<file path="src/rtl/gpio_switch_debounce_pkg.sv">
// Shared switch-interface constants and the constant-width helper used by
// the debounce logic.
package gpio_defs;

    localparam int unsigned NUM_SWITCHES    = 4;
    localparam int unsigned SYS_CLK_HZ      = 100_000_000;
    localparam int unsigned DEBOUNCE_MS     = 10;
    localparam int unsigned DEBOUNCE_CYCLES = (SYS_CLK_HZ / 1000) * DEBOUNCE_MS;

    // Bits needed to hold values 0..v-1 (at least 1).
    function automatic int unsigned clog2(input int unsigned v);
        int unsigned r;
        int unsigned x;
        r = 0;
        x = (v > 0) ? v - 1 : 0;
        while (x > 0) begin
            r = r + 1;
            x = x >> 1;
        end
        return (r == 0) ? 1 : r;
    endfunction

endpackage

</file>
<file path="src/rtl/gpio_switch_debounce_bit.sv">
// One switch bit: synchroniser chain, stability counter, debounced level
// and one-cycle rise/fall pulses.
module debounce_bit
    import gpio_defs::*;
#(
    parameter int unsigned SYNC_STAGES     = 2,
    parameter int unsigned DEBOUNCE_CYCLES = gpio_defs::DEBOUNCE_CYCLES,
    parameter logic        RESET_VALUE     = 1'b0
) (
    input  logic i_clk,
    input  logic i_rst,
    input  logic i_pin,
    output logic o_state,
    output logic o_rise,
    output logic o_fall
);

    localparam int unsigned          CW   = clog2(DEBOUNCE_CYCLES + 1);
    localparam logic [CW-1:0]        LAST = CW'(DEBOUNCE_CYCLES - 1);

    logic [SYNC_STAGES-1:0] r_sync;
    logic [CW-1:0]          r_count;
    logic                   r_state;
    logic                   r_rise;
    logic                   r_fall;
    logic                   w_sync;

    assign w_sync  = r_sync[SYNC_STAGES-1];
    assign o_state = r_state;
    assign o_rise  = r_rise;
    assign o_fall  = r_fall;

    always_ff @(posedge i_clk) begin
        if (i_rst) begin
            r_sync  <= '0;
            r_count <= '0;
            r_state <= RESET_VALUE;
            r_rise  <= 1'b0;
            r_fall  <= 1'b0;
        end else begin
            r_sync <= {r_sync[SYNC_STAGES-2:0], i_pin};
            r_rise <= 1'b0;
            r_fall <= 1'b0;
            // Any agreement with the current level restarts the stability count.
            if (w_sync == r_state) begin
                r_count <= '0;
            end else if (r_count == LAST) begin
                r_count <= '0;
                r_state <= w_sync;
                r_rise  <= w_sync;
                r_fall  <= ~w_sync;
            end else begin
                r_count <= r_count + 1'b1;
            end
        end
    end

endmodule

</file>
<file path="src/rtl/gpio_switch_debounce.sv">
// Slide-switch conditioner: per-bit debounce, post-reset settle window and
// masking of edge pulses until the settle window has elapsed.
module gpio_switch_debounce
    import gpio_defs::*;
#(
    parameter int unsigned     WIDTH           = NUM_SWITCHES,
    parameter int unsigned     SYNC_STAGES     = 2,
    parameter int unsigned     DEBOUNCE_CYCLES = gpio_defs::DEBOUNCE_CYCLES,
    parameter logic [WIDTH-1:0] RESET_VALUE    = '0
) (
    input  logic             SYSTEMCLOCK,
    input  logic             RESET,
    input  logic [WIDTH-1:0] gpio_switch,
    output logic [WIDTH-1:0] switch_state,
    output logic [WIDTH-1:0] switch_rise,
    output logic [WIDTH-1:0] switch_fall,
    output logic             switch_changed,
    output logic             switch_valid
);

    localparam int unsigned   SETTLE = SYNC_STAGES + DEBOUNCE_CYCLES + 1;
    localparam int unsigned   SW     = clog2(SETTLE + 1);
    localparam logic [SW-1:0] SLAST  = SW'(SETTLE - 1);

    logic [SW-1:0]    r_settle;
    logic             r_valid;
    logic [WIDTH-1:0] w_rise;
    logic [WIDTH-1:0] w_fall;

    always_ff @(posedge SYSTEMCLOCK) begin
        if (RESET) begin
            r_settle <= '0;
            r_valid  <= 1'b0;
        end else if (!r_valid) begin
            if (r_settle == SLAST) r_valid <= 1'b1;
            else                   r_settle <= r_settle + 1'b1;
        end
    end

    for (genvar g = 0; g < WIDTH; g++) begin : g_bit
        debounce_bit #(
            .SYNC_STAGES    (SYNC_STAGES),
            .DEBOUNCE_CYCLES(DEBOUNCE_CYCLES),
            .RESET_VALUE    (RESET_VALUE[g])
        ) u_bit (
            .i_clk  (SYSTEMCLOCK),
            .i_rst  (RESET),
            .i_pin  (gpio_switch[g]),
            .o_state(switch_state[g]),
            .o_rise (w_rise[g]),
            .o_fall (w_fall[g])
        );
    end

    // Edges accepted before the settle window ends are power-up artefacts.
    assign switch_rise    = w_rise & {WIDTH{r_valid}};
    assign switch_fall    = w_fall & {WIDTH{r_valid}};
    assign switch_changed = |(switch_rise | switch_fall);
    assign switch_valid   = r_valid;

endmodule

</file>
<file path="config.mk">
export PLATFORM = sky130hd
export DESIGN_NAME = gpio_switch_debounce
export DESIGN_NICKNAME = d
export VERILOG_FILES = /design/src/rtl/gpio_switch_debounce_pkg.sv /design/src/rtl/gpio_switch_debounce_bit.sv /design/src/rtl/gpio_switch_debounce.sv
export SDC_FILE = /design/constraint.sdc
export NUM_CORES = 1
export LEC_CHECK = 0
export CELL_PAD_IN_SITES_DETAIL_PLACEMENT = 1
export CELL_PAD_IN_SITES_GLOBAL_PLACEMENT = 2
export CORE_MARGIN = 2
export CORE_UTILIZATION = 41
export DETAILED_ROUTE_END_ITERATION = 10
export GPL_TIMING_DRIVEN = 0
export PLACE_DENSITY = 0.83
export SYNTH_ARGS = -nofsm -noshare
export SYNTH_HDL_FRONTEND = slang
export SYNTH_HIERARCHICAL = 1
export SYNTH_SLANG_ARGS = --single-unit
</file>
<file path="constraint.sdc">
create_clock -name SYSTEMCLOCK -period 2.7 [get_ports SYSTEMCLOCK]
set_input_delay 0.54 -clock SYSTEMCLOCK [delete_from_list [all_inputs] [get_ports SYSTEMCLOCK]]
set_output_delay 0.54 -clock SYSTEMCLOCK [all_outputs]
set_load 0.1 [all_outputs]
</file>
==> results.sh, run 1 <==
export IMPL_port_buffers=19
export IMPL_cp_slowest_stage_delay_ns=1.13
export IMPL_worst_slew_pin_slew_ns=1.040
export IMPL_drt_pass1_iter_count=4
export IMPL_clk_pin_slew_ns=0.05
export IMPL_grt_total_usage=0.1929
export IMPL_crit_type="register to output pin"
export IMPL_first_global_vias=4751
export IMPL_crit_path_end_kind="output pin"
export IMPL_tritoncts="done"
export IMPL_routedWlPerCell_um=15.14
export IMPL_yosysWarnings=6
export IMPL_syn2layout_area_growth_pct=17.39
export IMPL_post_route_period_util=0.9725
export IMPL_fmax_mhz=380.9
export IMPL_setup_viol=0
export IMPL_dpl_hpwl_um=8977
export IMPL_pre_cts_ws_ns=-0.6164
export IMPL_power_density_nw_per_um2=611.1
export IMPL_globalRouteOverflowTotal=0
export IMPL_antenna_found_initial=0
export IMPL_dp_cells=815
export IMPL_grt_pass1_wl_um=22340
export IMPL_fillers=1553
export IMPL_drc=0
export IMPL_syn_inst=620
export IMPL_antenna_left=0
export IMPL_drt_iter0_markers=163
export IMPL_numCtsBuffers=17
export IMPL_die_area_um2=14320
export IMPL_slowest_stage="clkdlybuf4s50_1"
export IMPL_n_antenna_cell=0
export IMPL_synth_nets=632
export IMPL_slew_headroom=0.3048
export IMPL_synth_cell_types=42
export IMPL_fin_tns_setup_ns=0
export IMPL_run_status="completed"
export IMPL_drv_slew=0
export IMPL_hold_class="register to register"
export IMPL_clock_latency_ns=0.41
export IMPL_crit_chain="and2_2 > clkdlybuf4s50_1"
export IMPL_routed_via_density=5.384
export IMPL_drive_gt1_frac=0.1199
export IMPL_cts_path_max_buffers=2
export IMPL_fin_hold_ws_ns=0.4410
export IMPL_final_setup_skew_ns=0.008761
export IMPL_die_w_um=119.7
export IMPL_critPathMaxFanout=6
export IMPL_drv_cap=0
export IMPL_synth_seq_cells=121
export IMPL_start_util=0.4174
export IMPL_synth_avg_cell_area_um2=8.845
export IMPL_cp_start_kind="register"
export IMPL_final_common_cell="dfxtp_1"
export IMPL_dieHeight_um=119.7
export IMPL_fin_crit_ns=2.626
export IMPL_coreArea_um2=13140
export IMPL_worstPathRequired_ns=2.16
export IMPL_seq_area_frac_synth=0.4417
export IMPL_globalplace_congestion=0.7730
export IMPL_final_nets=670
export IMPL_rsz0062_at_grt="no"
export IMPL_final_cells=843
export IMPL_cts_sinks=121
export IMPL_htree_levels=4
export IMPL_power_leakage_nw=1.959
export IMPL_hold_viol=0
export IMPL_ir_worst_vdd_v=0.0003810
export IMPL_rows=42
export IMPL_netlist_area_um2=5484
export IMPL_final_cell_mix="120 x dfxtp_1, 96 x nor2_1, 62 x xnor2_1"
export IMPL_routed_wl_um=12760
export IMPL_cts_root_buf="clkbuf_16"
export IMPL_vias=4539
export IMPL_setup_ws_ns=0.07430
export IMPL_crit_arrival_ns=2.09
export IMPL_pin_count=20
export IMPL_cts_setup_buffers=0
export IMPL_grt_max_degree=26
cells in the mapped netlist, drive strengths merged:
cell,n,share of area
xor2,6,0.0096
inv,33,0.023
or3,10,0.011
nor3,27,0.025
buf,6,0.0052
a211oi,1,0.0014
o21ai,16,0.017
mux2i,5,0.0091
nand4bb,1,0.0021
nand4,24,0.046
and4,1,0.0016
o31ai,8,0.011
a31o,1,0.0016
o311ai,1,0.0016
nor2b,12,0.014
nand3,28,0.026
clkbuf,3,0.0021
and2,8,0.0091
xnor2,62,0.099
a21oi,26,0.024
nor2,96,0.066
nand4b,5,0.0080
ha,6,0.014
and3,9,0.010
nand2,26,0.018
dfxtp,121,0.44
nor4b,5,0.0080
o211a,1,0.0018
or4,14,0.022
or2,9,0.010
nor4,27,0.031
nand3b,1,0.0014
mux2,2,0.0041
nor3b,4,0.0055
nor4bb,5,0.0091
or4b,1,0.0018
nand2b,9,0.010
registers in the layout, summed over array words and instances (netlist names):
register and cells:
g_bit.u_bit/r_count 80, r_settle 20, g_bit.u_bit/r_sync 8, g_bit.u_bit/o_fall 4, g_bit.u_bit/o_rise 4, g_bit.u_bit/o_state 4
switch_valid 1
what timing repair did:
item	in CTS	in global routing
endpoints found under the setup margin	18	11
resized for setup	25	4
hold buffers	0	0
endpoints found under the hold margin	0	0
cloned	0	0
critical path: cells and delay by family (launching register included):
family | cells | cell delay, ns
buffers and inverters | 1 | 1.13
DFF | 1 | 0.38
and+or+nand+nor | 1 | 0.17
path summary, 6_finish.rpt:
| check | slack [ns] | start | endpoint | cells past startpoint |
|---|---|---|---|---|
| setup / recovery | 0.07 | switch_valid | switch_rise[2] | 2 |
| hold / removal | 0.44 | g_bit[3].u_bit/r_sync[0] | g_bit[3].u_bit/r_sync[1] | 1 |
| setup reg to reg | 0.46 | g_bit[0].u_bit/r_count[0] | g_bit[0].u_bit/r_count[10] | 6 |
| hold reg to reg | 0.44 | g_bit[3].u_bit/r_sync[0] | g_bit[3].u_bit/r_sync[1] | 1 |
where the power goes:
group / total, W / switching (W) / internal (W)
sequential: 0.00182 / 0.0000170 / 0.00180
clock: 0.00204 / 0.000749 / 0.00129
combinational: 0.0000731 / 0.0000445 / 0.0000287
total: 0.00393 / 0.000810 / 0.00312
cells by family (layout without fill, tap and decap cells):
group / Yosys count / count (layout) / share of synthesized area
AND/OR/NAND/NOR: 322 / 322 / 0.3345
adder cells (fa/ha/maj): 6 / 6 / 0.01369
buffers and inverters: 42 / 89 / 0.02989
flip-flops: 121 / 121 / 0.4417
multiplexers: 7 / 7 / 0.01323
AO/OA/AOI/OAI: 54 / 54 / 0.05841
XOR/XNOR: 68 / 68 / 0.1086
final cells by class:
type	instances	area, um2	share of cell area
timing repair buffer	19	188.9	0.02935
multi-input combinational	457	2910	0.4521
clock buffer	25	515.5	0.08008
clock inverter	3	15.01	0.002332
buffer	9	40.04	0.006220
sequential	121	2424	0.3765
inverter	33	123.9	0.01924
tap	176	220.2	0.03421
metal layers:
layer / global-route usage / up-vias / share of wire
li1: - / 2261 / -
met1: 0.2379 / 2210 / 0.47
met2: 0.3257 / 55 / 0.49
met3: 0.04848 / 13 / 0.029
met4: 0.07059 / 0 / 0.014
met5: 0 / - / 0
metrics by stage:
step                power [W]  area, um2  utilization
detailed placement   0.001930       5908       0.4497
global placement     0.001928       5908       0.4497
CTS                  0.003987       6447       0.4908
finish               0.003934       6437       0.4900
global route         0.004078       6437       0.4900
floorplan            0.001897       5498            -
Note: power is estimated with default switching activity, not from simulation.
==> run 2, diff against run 1 <==
--- a/config.mk
+++ b/config.mk
@@ -8,10 +8,10 @@
 export CELL_PAD_IN_SITES_DETAIL_PLACEMENT = 1
 export CELL_PAD_IN_SITES_GLOBAL_PLACEMENT = 2
 export CORE_MARGIN = 2
-export CORE_UTILIZATION = 41
+export CORE_UTILIZATION = 25
 export DETAILED_ROUTE_END_ITERATION = 10
 export GPL_TIMING_DRIVEN = 0
-export PLACE_DENSITY = 0.83
+export PLACE_DENSITY = 0.55
 export SYNTH_ARGS = -nofsm -noshare
 export SYNTH_HDL_FRONTEND = slang
 export SYNTH_HIERARCHICAL = 1
==> results.sh, run 2 (synthesis gave the netlist of run 1 again) <==
export IMPL_vias=4420
export IMPL_antenna_left=0
export IMPL_drive_gt1_frac=0.1186
export IMPL_grt_max_degree=26
export IMPL_clk_pin_slew_ns=0.05
export IMPL_crit_path_end_kind="output pin"
export IMPL_die_w_um=152.1
export IMPL_routed_via_density=4.672
export IMPL_antenna_found_initial=0
export IMPL_fin_hold_ws_ns=0.4379
export IMPL_first_global_vias=4608
export IMPL_fin_crit_ns=2.612
export IMPL_hold_viol=0
export IMPL_cp_top_family="buffers and inverters"
export IMPL_drv_slew=0
export IMPL_run_status="completed"
export IMPL_globalplace_congestion=0.7363
export IMPL_worst_slew_pin_slew_ns=0.9695
export IMPL_fmax_mhz=382.9
export IMPL_crit_arrival_ns=2.07
export IMPL_grt_total_usage=0.1255
export IMPL_pin_count=20
export IMPL_tritoncts="done"
export IMPL_port_buffers=19
export IMPL_cts_path_max_buffers=2
export IMPL_cp_start_kind="register"
export IMPL_numCtsBuffers=17
export IMPL_drt_pass1_iter_count=4
export IMPL_setup_viol=0
export IMPL_dpl_hpwl_um=9808
export IMPL_path_depth=2
export IMPL_routedWlPerCell_um=14.62
export IMPL_drv_cap=0
export IMPL_dieHeight_um=152.1
export IMPL_syn2layout_area_growth_pct=19.92
export IMPL_power_density_nw_per_um2=609.4
export IMPL_rsz0062_at_grt="no"
export IMPL_worstPathRequired_ns=2.16
export IMPL_die_area_um2=23140
export IMPL_globalRouteOverflowTotal=0
export IMPL_ir_worst_vdd_v=0.0002914
export IMPL_critPathMaxFanout=6
export IMPL_final_common_cell="dfxtp_1"
export IMPL_clock_latency_ns=0.41
export IMPL_slowest_stage="clkdlybuf4s50_1"
export IMPL_drc=0
export IMPL_largest_reg_flops=80
export IMPL_crit_chain="and2_2 > clkdlybuf4s50_1"
export IMPL_drt_iter0_markers=109
export IMPL_startpoint="switch_valid"
export IMPL_post_route_period_util=0.9673
export IMPL_crit_end="switch_rise[2]"
export IMPL_fillers=2504
export IMPL_timing_rr_start="g_bit[1].u_bit/r_count[0]"
export IMPL_coreArea_um2=21690
export IMPL_final_cells=946
export IMPL_top_register="g_bit.u_bit/r_count"
export IMPL_multi_input_area_um2=2910
export IMPL_reg_largest_list="g_bit.u_bit/r_count: 80 flops, r_settle: 20 flops, g_bit.u_bit/r_sync: 8 flops"
export IMPL_start_util=0.2529
export IMPL_final_cell_mix="120 x dfxtp_1, 96 x nor2_1, 62 x xnor2_1"
export IMPL_power_w=0.004008
export IMPL_cts_setup_buffers=0
export IMPL_dp_cells=919
export IMPL_r2r_slack_ns=0.39
export IMPL_cts_root_buf="clkbuf_16"
export IMPL_crit_type="register to output pin"
export IMPL_cts_sinks=121
export IMPL_cp_slowest_stage_delay_ns=1.13
export IMPL_rows=54
export IMPL_reg2reg_depth=6
export IMPL_grt_pass1_wl_um=23440
export IMPL_final_nets=670
export IMPL_r2r_end="g_bit[1].u_bit/r_count[10]"
export IMPL_power_leakage_nw=1.960
export IMPL_n_antenna_cell=0
export IMPL_register_area_um2=2424
export IMPL_final_setup_skew_ns=0.01040
export IMPL_htree_levels=4
export IMPL_crit_buf_inv=1
export IMPL_hold_class="register to register"
export IMPL_routed_wl_um=13830
export IMPL_fin_tns_setup_ns=0
export IMPL_slew_headroom=0.3517
[run 2: cell count changes in the layout (fill, tap and decap cells not counted)]
cell	previous run	this run
clkbuf_2	1	0
clkbuf_8	6	4
bufinv_16	0	1
clkdlybuf4s15_2	7	8
[run 2: per-stage QoR]
step / setup WS [ns] / instance area (um2) / utilization
after floorplan: 0.1432 / 5498 / -
after global placement: -0.8115 / 6038 / 0.2784
after detailed placement: -0.8426 / 6038 / 0.2784
after CTS: 0.04913 / 6583 / 0.3035
after global routing: 0.01881 / 6576 / 0.3032
final: 0.08836 / 6576 / 0.3032
[run 2: metal layers]
metal / track usage / part of all wire / vias up / routed length, um
li1: - / - / 2251 / -
met1: 0.1670 / 0.52 / 2120 / 7143
met2: 0.1969 / 0.45 / 37 / 6177
met3: 0.02938 / 0.022 / 12 / 302
met4: 0.04940 / 0.015 / 0 / 208
met5: 0 / 0 / - / 0
[run 2: cell type report]
type,instances,share of cell area
repair buffers,19,0.02968
inverters,33,0.01884
flip-flops and latches,121,0.3685
well taps,280,0.05327
clock inverters,4,0.006849
plain buffers,9,0.006088
multi-input cells,457,0.4425
clock buffers,23,0.07420
[run 2: where the power goes]
| group | internal [W] | switching (W) | total [W] |
|---|---|---|---|
| Clock | 0.00133 | 0.000783 | 0.00211 |
| Combinational | 0.0000291 | 0.0000435 | 0.0000727 |
| Sequential | 0.00180 | 0.0000177 | 0.00182 |
[run 2: repair_timing]
item | 4_1_cts | 5_1_grt
resized for setup | 27 | 2
hold buffers | 0 | 0
endpoints found under the setup margin | 21 | 1
[run 2: worst min-delay path by stage]
stage	startpoint	slack (ns)	endpoint	cells after the start
floorplan	g_bit[0].u_bit/r_sync[0]	0.41	g_bit[0].u_bit/r_sync[1]	1
global placement	g_bit[0].u_bit/r_sync[0]	0.43	g_bit[0].u_bit/r_sync[1]	1
detailed placement	g_bit[0].u_bit/r_sync[0]	0.42	g_bit[0].u_bit/r_sync[1]	1
CTS	g_bit[0].u_bit/r_sync[0]	0.44	g_bit[0].u_bit/r_sync[1]	1
global route	g_bit[3].u_bit/r_sync[0]	0.47	g_bit[3].u_bit/r_sync[1]	1
finish	g_bit[3].u_bit/r_sync[0]	0.44	g_bit[3].u_bit/r_sync[1]	1
[run 2: worst register-to-register path, stage by stage (launching register included)]
cell and delay (ns):
dfxtp_1 0.38, ha_1 0.21, nand3_1 0.31, or2_2 0.44
o21ai_2 0.43, buf_2 0.34, nor2_1 0.09
